## src/rtl/tinyml_display_stream_router.sv

```systemverilog
// Packet router for the display annotation path: parses header/payload/pad words, feeds the bbox drawer,
// and merges drawn pixels with logo words into a FWFT output FIFO. Optional stats: TINYML_ROUTER_STATS_EN.
module tinyml_display_stream_router #(
  parameter int DATA_WIDTH   = 64,
  parameter int FRAME_WIDTH  = 540,
  parameter int FRAME_HEIGHT = 540,
  parameter int PPC          = 2,
  parameter int MAX_BBOX     = 16,
  parameter int LOGO_WIDTH   = 540,
  parameter int LOGO_HEIGHT  = 100,
  parameter int FIFO_DEPTH   = 16,
  parameter int FIFO_AFULL   = 10,
  parameter int ALIGN_WORDS  = 2
) (
  input  logic                  clk,
  input  logic                  rst_n,
  input  logic                  in_valid,
  input  logic                  in_last,
  input  logic [DATA_WIDTH-1:0] in_data,
  output logic                  in_ready,
  output logic                  img_valid,
  output logic                  bbox_valid,
  output logic [DATA_WIDTH-1:0] pay_data,
  input  logic                  draw_valid,
  input  logic [DATA_WIDTH-1:0] draw_data,
  output logic                  out_valid,
  output logic [DATA_WIDTH-1:0] out_data,
  input  logic                  out_ready,
  output logic                  err_pulse,
  output logic [1:0]            err_code
`ifdef TINYML_ROUTER_STATS_EN
  ,
  output logic [15:0]           pkt_count,
  output logic [7:0]            err_count
`endif
);

  localparam int CW = 20;
  localparam int AW = $clog2(FIFO_DEPTH);
  localparam logic [CW-1:0] IMG_LEN    = CW'(FRAME_WIDTH * FRAME_HEIGHT / PPC);
  localparam logic [CW-1:0] BBOX_LEN   = CW'(MAX_BBOX);
  localparam logic [CW-1:0] LOGO_LEN   = CW'(LOGO_WIDTH * LOGO_HEIGHT / PPC);
  localparam logic [CW-1:0] ALIGN_MASK = CW'(ALIGN_WORDS - 1);

  // Payload state encodings equal the header type codes, so a known type maps straight to its state.
  localparam logic [2:0] S_IDLE  = 3'd0;
  localparam logic [2:0] S_IMAGE = 3'd1;
  localparam logic [2:0] S_BBOX  = 3'd2;
  localparam logic [2:0] S_LOGO  = 3'd3;
  localparam logic [2:0] S_PAD   = 3'd4;
  localparam logic [2:0] S_DROP  = 3'd5;

  logic [2:0]      state;
  logic [CW-1:0]   cnt, len_r, pad_r;
  logic [2:0]      hdr_type;
  logic [CW-1:0]   hdr_len, eff_len, hdr_pad;
  logic            hdr_known, acc, in_payload, last_word;
  logic            unknown_err, early_err, ovf_err, pkt_done;

  logic [DATA_WIDTH-1:0] mem [FIFO_DEPTH];
  logic [AW-1:0]   wr_ptr, rd_ptr;
  logic [AW:0]     count;
  logic            full, pop, wr_req, wr_en;
  logic [DATA_WIDTH-1:0] wr_data;

  assign hdr_type = in_data[2:0];
  assign hdr_len  = in_data[27:8];

  // NOTE: combinational blocks assign every output a default first so no latch is inferred.
  always_comb begin
    eff_len   = hdr_len;
    hdr_known = 1'b1;
    case (hdr_type)
      3'd1:    if (hdr_len == '0) eff_len = IMG_LEN;
      3'd2:    if (hdr_len == '0) eff_len = BBOX_LEN;
      3'd3:    if (hdr_len == '0) eff_len = LOGO_LEN;
      default: hdr_known = 1'b0;
    endcase
  end

  assign hdr_pad = (CW'(ALIGN_WORDS) - ((eff_len + CW'(1)) & ALIGN_MASK)) & ALIGN_MASK;

  assign full     = (count == (AW+1)'(FIFO_DEPTH));
  assign in_ready = (count < (AW+1)'(FIFO_AFULL)) & ~((state == S_LOGO) & draw_valid);
  assign acc      = in_valid & in_ready;

  assign in_payload  = (state == S_IMAGE) | (state == S_BBOX) | (state == S_LOGO);
  assign last_word   = (cnt == len_r - CW'(1));
  assign pkt_done    = acc & in_payload & last_word;
  assign early_err   = acc & in_payload & in_last & ~last_word;
  assign unknown_err = acc & (state == S_IDLE) & ~hdr_known;

  assign img_valid  = acc & (state == S_IMAGE);
  assign bbox_valid = acc & (state == S_BBOX);
  assign pay_data   = in_data;

  // NOTE: state registers use non-blocking assignments so every flop samples pre-edge values.
  always_ff @(posedge clk) begin
    if (!rst_n) begin
      state <= S_IDLE;
      cnt   <= '0;
      len_r <= '0;
      pad_r <= '0;
    end else if (acc) begin
      case (state)
        S_IDLE: begin
          cnt   <= '0;
          len_r <= eff_len;
          pad_r <= hdr_pad;
          if (!in_last) state <= hdr_known ? hdr_type : S_DROP;
        end
        S_IMAGE, S_BBOX, S_LOGO: begin
          // in_last always resynchronises to a header, whether early or on the final word.
          if (in_last) begin
            state <= S_IDLE;
          end else if (last_word) begin
            cnt   <= '0;
            state <= (pad_r != '0) ? S_PAD : S_IDLE;
          end else begin
            cnt <= cnt + CW'(1);
          end
        end
        S_PAD: begin
          if (in_last || cnt == pad_r - CW'(1)) state <= S_IDLE;
          else                                  cnt   <= cnt + CW'(1);
        end
        S_DROP:  if (in_last) state <= S_IDLE;
        default: state <= S_IDLE;
      endcase
    end
  end

  // Drawer has no backpressure, so it wins; in_ready already blocks logo words while it is active.
  assign wr_req  = draw_valid | (acc & (state == S_LOGO));
  assign wr_data = draw_valid ? draw_data : in_data;
  assign pop     = out_ready & out_valid;
  assign wr_en   = wr_req & (~full | pop);
  assign ovf_err = wr_req & full & ~pop;

  // NOTE: storage is not reset; validity is tracked only by the pointers and count.
  always_ff @(posedge clk) begin
    if (wr_en) mem[wr_ptr] <= wr_data;
  end

  always_ff @(posedge clk) begin
    if (!rst_n) begin
      wr_ptr <= '0;
      rd_ptr <= '0;
      count  <= '0;
    end else begin
      if (wr_en) wr_ptr <= wr_ptr + AW'(1);
      if (pop)   rd_ptr <= rd_ptr + AW'(1);
      case ({wr_en, pop})
        2'b10:   count <= count + (AW+1)'(1);
        2'b01:   count <= count - (AW+1)'(1);
        default: count <= count;
      endcase
    end
  end

  assign out_valid = (count != '0);
  assign out_data  = mem[rd_ptr];

  always_ff @(posedge clk) begin
    if (!rst_n) begin
      err_pulse <= 1'b0;
      err_code  <= 2'd0;
    end else begin
      err_pulse <= unknown_err | early_err | ovf_err;
      if      (unknown_err) err_code <= 2'd1;
      else if (early_err)   err_code <= 2'd2;
      else if (ovf_err)     err_code <= 2'd3;
    end
  end

`ifdef TINYML_ROUTER_STATS_EN
  always_ff @(posedge clk) begin
    if (!rst_n) begin
      pkt_count <= '0;
      err_count <= '0;
    end else begin
      if (pkt_done)                    pkt_count <= pkt_count + 16'd1;
      if (err_pulse && err_count != '1) err_count <= err_count + 8'd1;
    end
  end
`else
  logic unused_pkt_done;
  assign unused_pkt_done = pkt_done;
`endif

endmodule

```

## config.mk

```make
export PLATFORM = sky130hd
export DESIGN_NAME = tinyml_display_stream_router
export DESIGN_NICKNAME = d
export VERILOG_FILES = /design/src/rtl/tinyml_display_stream_router.sv
export SDC_FILE = /design/constraint.sdc
export NUM_CORES = 1
export LEC_CHECK = 0
export CAP_MARGIN = 20
export CORE_MARGIN = 4
export CORE_UTILIZATION = 55
export CTS_BUF_LIST = sky130_fd_sc_hd__clkbuf_2 sky130_fd_sc_hd__clkbuf_4 sky130_fd_sc_hd__clkbuf_8
export CTS_CLUSTER_DIAMETER = 200
export DETAILED_ROUTE_END_ITERATION = 6
export GPL_TIMING_DRIVEN = 0
export PLACE_DENSITY = 0.78
export SLEW_MARGIN = 20
export SYNTH_ARGS = -nofsm -noshare
export SYNTH_HDL_FRONTEND = slang
export SYNTH_SLANG_ARGS = --single-unit
```

## constraint.sdc

```tcl
create_clock -name clk -period 7.1 [get_ports clk]
set_clock_uncertainty 0.05 [all_clocks]
set_input_delay 1.42 -clock clk [delete_from_list [all_inputs] [get_ports clk]]
set_output_delay 1.42 -clock clk [all_outputs]
set_load 0.03 [all_outputs]
```

Word level (Yosys, flattened, before mapping)

Memories as Yosys holds them, arrays and structs flattened. A register that Yosys moved wholly into a read port is not among the register bits.
Index checks and enable logic that the tools add are counted.

Eq/ne operators: 19
Reduce and logical (&&, ||, !) cells: 14
Muxes and demuxes: 26
$lt $le $gt $ge: 1
Add/sub/neg operators: 9
Bitwise logic cells: 27

Operators with widths:

| operator                                                              | number |
|---|---|
| 20-bit 2-to-1 mux                                                     | 6 |
| 20-bit case mux with 3 select lines                                   | 2 |
| 64-bit 2-to-1 mux                                                     | 1 |
| 20-bit == test                                                        | 2 |
| 3-bit 2-to-1 mux                                                      | 7 |
| 20-bit by 1-bit adder with 20-bit output (second input constant)      | 1 |
| 20-bit logical NOT                                                    | 1 |
| 20-bit by 1-bit subtractor with 20-bit output (second input constant) | 1 |
| 1-bit bitwise AND                                                     | 15 |
| 3-bit by 2-bit == test with 1-bit output (second input constant)      | 4 |
| 3-bit case mux with 4 select lines                                    | 1 |
| 2-bit inequality test (second input constant)                         | 5 |
| 5-bit case mux with 2 select lines                                    | 1 |
| 4-bit by 1-bit adder with 4-bit output (second input constant)        | 2 |
| 4-bit 2-to-1 mux                                                      | 2 |
| 3-bit by 1-bit == test with 1-bit output (second input constant)      | 2 |
| 3-bit == test (second input constant)                                 | 2 |
| 1-bit inverter                                                        | 6 |
| 1-bit OR                                                              | 6 |
| 3-bit nonzero test                                                    | 2 |
| 3-bit OR reduction                                                    | 2 |
| 5-bit by 1-bit adder with 5-bit output (second input constant)        | 1 |
| 5-bit == test (second input constant)                                 | 1 |
| 5-bit by 4-bit < comparator with 1-bit output (second input constant) | 1 |
| 17 further kinds                                                      | 22 |

Output and inout port bits: 135
Memories: 1
Input port bits: 134
Register bits: 60
Memory bits (writable): 1024
Word-level logic and storage cells: 107

Memory list:

| name | depth | bits a word | read ports | clocked after Yosys merged registers in | wr ports | RTL line | RTL |
|---|---|---|---|---|---|---|---|
| mem  | 16    | 64          | 1          | 1                                       | 1        | 60       | `logic [DATA_WIDTH-1:0] mem [FIFO_DEPTH];` |

Longest topological paths before layout

Gate-level depths: netlist of run 1.

Word-level depth: 12
Depth in mapped cells: 14
Gate-level depth less buffers: 14

Worst setup path after synthesis of run 1

OpenSTA, ideal clock, no wires.

Path type: in2reg
From: in draw_valid
To: mem mem[3][0], enable pin
Required time: 6.486 ns
Slack: -0.163 ns
Path buffers: 2
Stages on the path: 6
Arrival: 6.648 ns
Library setup time: 0.564 ns
Path through: clkbuf_1 -> a41o_1 -> and2_1 -> clkbuf_1 -> nand2_1 -> nor3_1

Cells in the longest elaborated chain, start to end: 9

RTL lines:

| item                                     | RTL line | RTL |
|---|---|---|
| start: declaration                       | 24       | `input logic draw_valid,` |
| 1-bit bitwise AND                        | 84       | `assign in_ready = (count < (AW+1)'(FIFO_AFULL)) & ~((state == S_LOGO) & draw_valid);` |
| 1-bit inverter                           | 84       |  |
| 1-bit bitwise AND                        | 84       |  |
| 1-bit bitwise AND                        | 85       | `assign acc = in_valid & in_ready;` |
| 1-bit bitwise AND                        | 134      | `assign wr_req = draw_valid \| (acc & (state == S_LOGO));` |
| 1-bit OR *                               | 134      |  |
| 1-bit bitwise AND *                      | 137      | `assign wr_en = wr_req & (~full \| pop);` |
| 1-bit 2-to-1 mux *                       | 142      | `if (wr_en) mem[wr_ptr] <= wr_data;` |
| 1-bit 2-to-1 mux (not written as such) * | 142      |  |
| end: declaration                         | 60       |  |

Every way passes the cells marked *; elsewhere a longest branch is shown, timed or not.

==> flow_results.org, run 1 <==
** Global routing
- Global routing used 5.657% of the available met3 tracks.
- Global routing met1 resource utilization :: a little over a third
- Number of antenna violations at the first check in global routing :: 1
- Across every metal layer, demand over resource in global routing totals 26.25%.
- The via count of the first global-routing pass is 24330.
- The global routing stage identified its most utilized layer as met2.
- Wire length of the first global-routing pass :: 157500 um
- Pin count of the biggest net entering global routing :: 20
- For met2 alone, demand over resource in global routing was 43.49%.
- Summed over all layers, the global routing overflow is 0.

** Critical path
- Among cell families on the critical path, the largest total delay comes from buffers and inverters.
- Crit Path Class :: register to primary output
- Critical Path AT :: 4.62 ns
- Peak fanout along the critical path :: 10
- The signal on the critical path passes through clkbuf_1, buf_1, buf_1, mux4_2, mux4_2, clkdlybuf4s50_1.
- Slowest stage cell on the critical path :: buf_1
- Total buffers and inverters traversed by the critical path :: 4
- Startpoint Class :: register
- Beginning of the worst register-to-register path :: state[1]$_SDFFE_PN0P_
- On the worst path, the slowest cell contributes a delay of 0.84 ns.
- Required @ worst endpoint :: 5.63 ns
- STA classifies the critical path endpoint as a primary output.

** STA
- Max Fclk :: about 160 MHz
- Final period util :: 85.84%
- Min cycle time layout :: approximately 6 ns
- Hold WS :: 0.4589 ns
- Setup repair after global routing left no endpoint under its margin.
- Normalized max-slew margin :: between 20% and 30%
- Setup violations remaining at the end of the flow were counted as 0.
- Final Hold Fails :: 0
- Setup ws final :: 1.005 ns
- At the pin with the least slew margin, the transition time is 1.200 ns.
- The max-slew violation count is 0.

** Hold path
- The tightest min-delay check is of the register to register type.
- In this run the most critical hold path is launched from len_r[18]$_SDFFE_PN0P_.

** Clock tree
- TritonCTS built the clock tree.
- Number of hold buffers added after cts :: 0
- Counting along the longest clock path gives a buffer depth of 3.
- CTS clock-pin slew for the worst setup and hold paths :: 0.06 ns
- TritonCTS created about 170 clock buffers.
- The clock drives 1088 sinks.
- In this run the post-CTS setup repair buffer count came out at 0.
- Clock tree synthesis selected as its root buffer the cell clkbuf_8.
- Number of instances resized during post-cts repair :: 0
- The H-tree was split into 4 levels.
- Clock latency at the later pin of the worst-skew pair :: roughly 0.82 ns

** Yosys
- Synthesis inferred 1088 register bits.
- In this run the mean area of a mapped cell was 21.23 um^2.
- Number of different library cells in the post-synthesis netlist :: 74
- The synthesized design contains between 1000 and 1500 enable-type register cells.
- Mapped Area :: 43540 um^2
- Most used flip-flop cell after synthesis :: edfxtp_1
- Share of synthesized flip-flops with an asynchronous set or reset :: 0%
- Synthesis produced a netlist with a net count of 2196.
- Sequential element share of the synthesized area :: between 70 and 80%
- Number of standard cells after synthesis :: 2051
- For this run, the number of Yosys warnings is 0.

** Placement
- Buffers placed on the I/O ports in this run total 266.
- Dpl hpwl :: 71980 um
- Placer Congestion :: 0.8861
- Before CTS, the worst setup slack after placement is 1.689 ns.
- Total placed cells including tap cells :: between 3000 and 4000
- Summing all placed instances gives a cell area of 49180 um^2.

** Detailed routing
- DRC violations left :: 0
- After detailed routing, the average wire length per cell comes to 29.04 um.
- Once detail routing completed, the nets flagged for antenna violations numbered 0.
- The routed design has between 100000 and 150000 um of wire.
- Routed via count divided by cell count :: 6.228
- Drt first-iter violations :: 3025
- Drt first pass iters :: 5
- The final route contains 23200 vias.

** Final layout
- The post-route netlist has between 30% and 40% of its cells at a drive strength greater than 1.
- The net count of the finished layout is ~2700.
- In the final layout, flip-flops and latches occupy 32030 um^2.
- Cell area after layout :: 52390 um^2
- Growth of design area from synthesis to finish :: 20.33%
- In the final layout, the multi-input gates occupy 10600 um^2.
- Number of inserted filler cells in the final layout :: 4652
- Leaving out filler cells and counting taps, the final layout contains 3725.
- Measured on the finished design, the core utilization comes to 67.19%.

** Run
- Max-Cap Viols :: 0

** Power and ir drop
- VDD sags by at most 0.0002063 V.
- Summed over all cells, the static leakage comes to between 0.015 and 0.02 uW.
- Ratio of total power to cell area :: between 300 and 400 nW/um^2

** Floorplan
- In this run the horizontal extent of the chip is slightly below 300 um.
- Initial cell density of the core :: 55.84%
- Core ar. :: ~78000 um^2
- Measured along the y axis, the die boundary spans 289.4 um.
- In this run the count of I/O pins placed on the die edge is 269.
- Die outline area :: roughly 84000 um^2
- Rows :: 102

** Run status
- Run status :: completed
## cells in the final DEF, fill, tap and decap left out, types with 9 or more instances in the layout
cell,n
edfxtp_1,1024
mux4_2,320
clkdlybuf4s50_1,266
clkbuf_8,178
buf_4,66
dfxtp_1,64
mux2_2,62
clkbuf_4,59
nand2_1,58
clkbuf_1,57
clkinv_1,37
buf_16,32
nor2_1,27
xnor2_1,26
clkbuf_2,23
xor2_1,23
buf_8,21
nor3_1,20
nand3_1,18
inv_1,17
nor3b_1,16
o21ai_0,16
buf_1,15
nand4_1,15
buf_12,15
nor4_1,14
a21boi_0,14
and2_1,13
nor2_4,12
ha_1,10
clkinv_2,10
a21oi_1,9
## stage by stage
| step | setup TNS (ns) | total power, uW |
|---|---|---|
| floorplan | 0 | 10180 |
| global placement | -2110.16 | 11430 |
| detailed placement | 0 | 11580 |
| CTS | 0 | 16510 |
| global route | 0 | 17030 |
| finish | 0 | 16410 |
## cell families after synthesis
group / Yosys count / share of synthesized area [%]
AOI/OAI and AO/OA: 84 / 1.457
xor gates and xnor gates: 50 / 1.040
adders and majority gates: 11 / 0.3333
buffers and inverters: 189 / 2.394
DFF: 1088 / 73.57
muxes: 387 / 18.27
and+or+nand+nor: 242 / 2.940
## synth_stat cells (4+ instances only)
cell type / instances / share of area, %
buf_4: 65 / 1.1
ha_1: 10 / 0.29
xor2_1: 23 / 0.46
and3_1: 6 / 0.086
nor2b_1: 5 / 0.072
nand3_1: 18 / 0.21
and2_1: 13 / 0.19
mux2_2: 62 / 1.6
xnor2_1: 26 / 0.52
nor2_1: 39 / 0.34
or3_1: 5 / 0.072
dfxtp_1: 64 / 2.9
edfxtp_1: 1024 / 71
o221a_2: 5 / 0.13
clkbuf_8: 5 / 0.16
nand2b_1: 6 / 0.086
a21boi_0: 14 / 0.24
clkbuf_1: 64 / 0.55
inv_1: 17 / 0.15
nor4_1: 14 / 0.20
nor3b_1: 16 / 0.28
or4_1: 4 / 0.069
buf_1: 30 / 0.26
nand2_1: 58 / 0.50
a21oi_1: 9 / 0.10
nor3_1: 24 / 0.28
or2_2: 7 / 0.10
o21ai_0: 18 / 0.21
mux2i_1: 5 / 0.11
mux4_2: 320 / 17
nand4_1: 15 / 0.22
## metal layers
metal / vias to the layer above / part of all wire, %
li1: 9546 / -
met1: 11970 / 37
met2: 1493 / 50
met3: 190 / 10
met4: 0 / 2.6
met5: - / 0
## report_power, final
part / switching [uW] / internal (uW)
clock network: 2360 / 2610
logic: 2180 / 1910
registers: 102 / 7250
## worst register-to-register path: cells and delay by family, from the launching register on
family,cells,cell delay [ns]
flops,1,0.41
compound gates,1,0.26
simple gates,4,1.51
buf+inv,4,0.92
## cell type report
class	instances	area share, %
Clock inverter	61	0.6592
Clock buffer	232	5.390
Inverter	17	0.1218
Tap cell	1040	2.484
Multi-Input combinational cell	774	20.24
Sequential cell	1088	61.14
Buffer	172	1.920
Timing Repair Buffer	339	8.039
Antenna cell	2	0.009553
## worst paths after layout
check	end	slack [ns]	cells after the start
worst max-delay path	out_data[35]	1.01	6
worst min-delay path	len_r[18]$_SDFFE_PN0P_	0.46	2
worst max register to register	mem[0][52]$_DFFE_PP_	3.62	9
worst min register to register	len_r[18]$_SDFFE_PN0P_	0.46	2
## registers in the layout, indices dropped and copies added (netlist names), named ones only
register	count
count	5
state	3
cnt	20
err_pulse	1
err_code	2
pad_r	1
mem	1024
wr_ptr	4
len_r	20
rd_ptr	4
Note: power is estimated with default switching activity, not from simulation.
==> run 2, diff against run 1 <==
--- a/config.mk
+++ b/config.mk
@@ -5,6 +5,7 @@
 export SDC_FILE = /design/constraint.sdc
 export NUM_CORES = 1
 export LEC_CHECK = 0
+export ABC_CLOCK_PERIOD_IN_PS = 7100
 export CAP_MARGIN = 20
 export CORE_MARGIN = 4
 export CORE_UTILIZATION = 55
==> results of run 2 <==
No change in the layout: final DEF, timing and power equal those of run 1.
